--- src/rtl/regfile_write_port_if.sv ---
// Writeback request, wipe request and register-file write-side signals
// shared between the pipeline/bench (master) and regfile_write_port (slave).
interface regfile_write_port_if;
    logic        wb_valid;
    logic [3:0]  wb_addr;
    logic [15:0] wb_data;
    logic        wipe;
    logic [15:0] C;
    logic [3:0]  Caddr;
    logic        load;
    logic        stall;
    logic        sweep_done;

    modport master (
        output wb_valid, wb_addr, wb_data, wipe,
        input  C, Caddr, load, stall, sweep_done
    );

    modport slave (
        input  wb_valid, wb_addr, wb_data, wipe,
        output C, Caddr, load, stall, sweep_done
    );
endinterface

--- src/rtl/regfile_write_port.sv ---
// Register-file write port: forwards WB-stage writes (never to r0) and runs
// a zeroing sweep of r1..r15 on wipe and after every reset.
//   state | meaning
//   IDLE  | forward writebacks, accept wipe
//   SWEEP | write zero to r[ptr], ptr counts 1..15, writebacks stalled
module regfile_write_port (
    input  logic                 clk,
    input  logic                 clr,
    regfile_write_port_if.slave  wp
);
    typedef enum logic {IDLE = 1'b0, SWEEP = 1'b1} state_t;

    state_t      state_q, state_d;
    logic [3:0]  ptr_q, ptr_d;
    logic [15:0] c_q, c_d;
    logic [3:0]  caddr_q, caddr_d;
    logic        load_q, load_d;
    logic        stall_q, stall_d;
    logic        sweep_done_q, sweep_done_d;

    always_comb begin
        state_d      = state_q;
        ptr_d        = ptr_q;
        c_d          = c_q;
        caddr_d      = caddr_q;
        load_d       = 1'b0;
        sweep_done_d = 1'b0;
        case (state_q)
            IDLE: begin
                // A writeback arriving with wipe is still taken; the sweep follows it.
                if (wp.wb_valid && (wp.wb_addr != 4'd0)) begin
                    load_d  = 1'b1;
                    c_d     = wp.wb_data;
                    caddr_d = wp.wb_addr;
                end
                if (wp.wipe) begin
                    state_d = SWEEP;
                    ptr_d   = 4'd1;
                end
            end
            SWEEP: begin
                load_d  = 1'b1;
                caddr_d = ptr_q;
                c_d     = 16'h0000;
                if (ptr_q == 4'd15) begin
                    state_d      = IDLE;
                    sweep_done_d = 1'b1;
                end else begin
                    ptr_d = ptr_q + 4'd1;
                end
            end
            default: state_d = IDLE;
        endcase
        stall_d = (state_d == SWEEP);
    end

    // Reset lands in SWEEP so the register file is cleared after every clr.
    always_ff @(posedge clk) begin
        if (clr) begin
            state_q      <= SWEEP;
            ptr_q        <= 4'd1;
            c_q          <= 16'h0000;
            caddr_q      <= 4'd0;
            load_q       <= 1'b0;
            stall_q      <= 1'b1;
            sweep_done_q <= 1'b0;
        end else begin
            state_q      <= state_d;
            ptr_q        <= ptr_d;
            c_q          <= c_d;
            caddr_q      <= caddr_d;
            load_q       <= load_d;
            stall_q      <= stall_d;
            sweep_done_q <= sweep_done_d;
        end
    end

    assign wp.C          = c_q;
    assign wp.Caddr      = caddr_q;
    assign wp.load       = load_q;
    assign wp.stall      = stall_q;
    assign wp.sweep_done = sweep_done_q;
endmodule

--- src/flat_wrapper.sv ---
// flat-port wrapper written by rule: the top's interface ports become plain ports
module regfile_write_port_flat 
  (clk, clr, wp_wb_valid, wp_wb_addr, wp_wb_data, wp_wipe, wp_C, wp_Caddr, wp_load, wp_stall, wp_sweep_done);
  regfile_write_port_if wp_i ();
  input  logic clk;
  input  logic clr;
  input wire logic [$bits(wp_i.wb_valid)-1:0] wp_wb_valid;
  input wire logic [$bits(wp_i.wb_addr)-1:0] wp_wb_addr;
  input wire logic [$bits(wp_i.wb_data)-1:0] wp_wb_data;
  input wire logic [$bits(wp_i.wipe)-1:0] wp_wipe;
  output wire logic [$bits(wp_i.C)-1:0] wp_C;
  output wire logic [$bits(wp_i.Caddr)-1:0] wp_Caddr;
  output wire logic [$bits(wp_i.load)-1:0] wp_load;
  output wire logic [$bits(wp_i.stall)-1:0] wp_stall;
  output wire logic [$bits(wp_i.sweep_done)-1:0] wp_sweep_done;
  assign wp_i.wb_valid = wp_wb_valid;
  assign wp_i.wb_addr = wp_wb_addr;
  assign wp_i.wb_data = wp_wb_data;
  assign wp_i.wipe = wp_wipe;
  assign wp_C = wp_i.C;
  assign wp_Caddr = wp_i.Caddr;
  assign wp_load = wp_i.load;
  assign wp_stall = wp_i.stall;
  assign wp_sweep_done = wp_i.sweep_done;
  regfile_write_port u_core (.clk(clk), .clr(clr), .wp(wp_i));
endmodule
--- config.mk ---
export PLATFORM = sky130hd
export DESIGN_NAME = regfile_write_port_flat
export DESIGN_NICKNAME = d
export VERILOG_FILES = /design/src/rtl/regfile_write_port_if.sv /design/src/rtl/regfile_write_port.sv /design/src/flat_wrapper.sv
export SDC_FILE = /design/constraint.sdc
export NUM_CORES = 1
export LEC_CHECK = 0
export CORE_ASPECT_RATIO = 1.5
export CORE_MARGIN = 1
export CORE_UTILIZATION = 35
export DETAILED_ROUTE_END_ITERATION = 6
export DONT_BUFFER_PORTS = 1
export PLACE_DENSITY = 0.6
export SLEW_MARGIN = 25
export SYNTH_ARGS = -nofsm -noshare
export SYNTH_HDL_FRONTEND = slang
export SYNTH_SLANG_ARGS = --single-unit
--- constraint.sdc ---
create_clock -name clk -period 2 [get_ports clk]
set_input_delay 0.4 -clock clk [delete_from_list [all_inputs] [get_ports clk]]
set_output_delay 0.4 -clock clk [all_outputs]
set_load 0.005 [all_outputs]
==> metrics.cfg <==
[clocking]
clk_latency_ns = 0.27
post_cts_resized = 0
clk_path_buf_depth = 2
cts_sinks = 27
post_cts_buffers = 0
root_buffer = clkbuf_8
ctsHoldBuffers = 0
cts-htree-levels = 1
cts.clk_slew.worst_paths_ns = 0.09
cts_buffers = 3
cts_tree = yes

[detailed_routing]
drt-vias-per-instance = 5.34
drtIter0Drc = 24
avgRoutedWirePerCell_um = 13.7
drt_pre_antenna_iters = 4
drcViolationCount = 0
ant_nets = 0
num_vias = 855
routed_wl_um = 2200

[timing]
period_needed_ns = 1.49
clock_skew_ns = 0.00268
rsz0062_at_grt = false
finalCritPeriodShare_pct = 74.6
finalHoldViolCount = 0
whs_ns = 0.183
slew_headroom_pct = 62.5
max_freq_mhz = 670
tns_ns = 0
setup_viol = 0
worst_slew_pin_slew_ns = 0.563
drv_slew = 0

[grt]
grt_pass1_wl_um = 3460
gr-total-overflow = 0
antenna_found_initial = 0
grt_use_total_pct = 14.2
first_global_vias = 848
grt_max_degree = 18

[floorplanning]
die_w_um = 47.8
die_y_um = 70.7
ios = 47
start_util_pct = 37.4
rows = 24
dieArea_um2 = 3380
core_area_um2 = 2940

[yosys]
ys_ff_latch = 27
synth_nets = 148
synth_compound_gate_area_share_pct = 25.9
yosysSeqAreaShare_pct = 49.1
syn_inst = 123
synth_xor_xnor_area_share_pct = 0
synth_adder_area_share_pct = 1.14
synth.avg_cell_area_um2 = 8.95
synth_top_family_by_area = compound AO/OA/AOI/OAI gates
yosys.area_share.simple_pct = 19.1
synth.distinct_cells = 28
synthArstFlopShare_pct = 0
synth_warnings = 0
synth_ff_type = dfxtp_1
syn-cell-area_um2 = 1100
synth_edf_count = 0
synth_mux_area_share_pct = 0

[worst_setup_path]
arrival_ns = 1.66
cp.buffers_inverters = 0
path_delay_family = compound AO/OA/AOI/OAI gates
end_kind = register
crit_chain = ha_1 -> nand3_1 -> a2111o_1 -> o31a_1
worst_path_max_delay_cell = a2111o_1
crit_path_start_kind = register
critPathRequiredTime_ns = 2.17
critPathKind = register to register
path_max_fanout = 4
slowest_delay_ns = 0.45

[cells_and_area]
area_delta_synth_final_pct = 5.91
layout-drive-gt1-share_pct = 14.9
fin_util_pct = 39.6
mostFrequentLayoutCell = nand2_1
diodes = 0
fin_nets = 147
layout_common_cells = nand2_1, dfxtp_1, a21oi_1

[flow_run]
drv_cap = 0

[placed_design]
dp.final_hpwl_um = 1610
place.gp.congestion = 0.712
port_buffers = 0

[outcome]
status = complete, no violations

[power_and_ir_drop]
p_switching_uw = 212
internal_power_uw = 715
swShare_pct = 22.9
p_leak_nw = 0.393
seq_power_share_pct = 60.7
peakVddDrop_uv = 356
power_density_nw_per_um2 = 796
clkPwrFrac_pct = 33.1
pwr-share-comb_pct = 6.1

[worst_hold_path]
hp-class = primary input to register

cell type report:
class | count | area, um^2
tap | 39 | 48.8
sequential | 27 | 541
clock inverter | 1 | 5.00
inverter | 4 | 15.0
timing repair buffer | 1 | 7.51
fill | 334 | 1780
clock buffer | 3 | 41.3
multi-input combinational | 85 | 508
worst paths after layout:
path,from,endpoint,slack [ns],cells after the start
worst min-delay path,clr,u_core.ptr_q[1]$_SDFFE_PP0P_,0.18,1
worst max register to register,u_core.ptr_q[0]$_SDFFE_PP1P_,u_core.ptr_q[0]$_SDFFE_PP1P_,0.51,4
worst min register to register,u_core.wp.C[1]$_SDFFE_PP0P_,u_core.wp.C[1]$_SDFFE_PP0P_,0.48,2
worst max-delay path,u_core.ptr_q[0]$_SDFFE_PP1P_,u_core.ptr_q[0]$_SDFFE_PP1P_,0.51,4
layer usage:
| layer | vias up | global-route usage [%] | routed length [um] |
|---|---|---|---|
| met5 | - | 0 | 0 |
| met4 | 0 | 7.41 | 49 |
| met3 | 5 | 4.34 | 161 |
| met2 | 36 | 24.6 | 1110 |
| met1 | 385 | 14.1 | 879 |
| li1 | 429 | - | - |
registers in the layout, summed over array words and instances, names as in the netlist:
name and cells:
u_core.ptr_q 4, u_core.state_q 1, u_core.wp.C 16, u_core.wp.Caddr 4, u_core.wp.load 1, u_core.wp.sweep_done 1
power by group through the flow:
stage	sequential (mW)	clock [mW]	combinational (mW)
global route	0.567	0.338	0.0653
finish	0.564	0.307	0.0570
floorplan	0.573	0	0.0556
global placement	0.576	0	0.0557
detailed placement	0.576	0	0.0581
CTS	0.564	0.322	0.0582
metrics by stage:
| stage | cells | total power, mW | cell area, um^2 | setup slack, ns |
|---|---|---|---|---|
| floorplan | 123 | 0.629 | 1100 | 0.680 |
| CTS | 160 | 0.944 | 1170 | 0.506 |
| detailed placement | 156 | 0.634 | 1120 | 0.520 |
| finish | 160 | 0.928 | 1170 | 0.508 |
| global route | 160 | 0.970 | 1170 | 0.365 |
| global placement | 156 | 0.631 | 1120 | 0.598 |
cells by family after synthesis:
group / Yosys count
buffers and inverters: 11
DFF: 27
and+or+nand+nor: 49
AOI/OAI and AO/OA: 35
adders and majority gates: 1
Yosys cell counts, types with 2 or more instances:
cell,number,share of area [%]
nor3_1,3,1.4
buf_2,3,1.4
a211oi_1,2,1.4
nor2_1,4,1.4
clkbuf_1,2,0.68
nand2_2,2,1.1
dfxtp_1,27,49
inv_1,4,1.4
a21oi_1,10,4.5
nand2_1,32,11
nand3_1,3,1.4
a21oi_2,9,7.2
o31ai_1,4,2.7
a221oi_1,4,3.2
(Power assumes the default switching activity.)
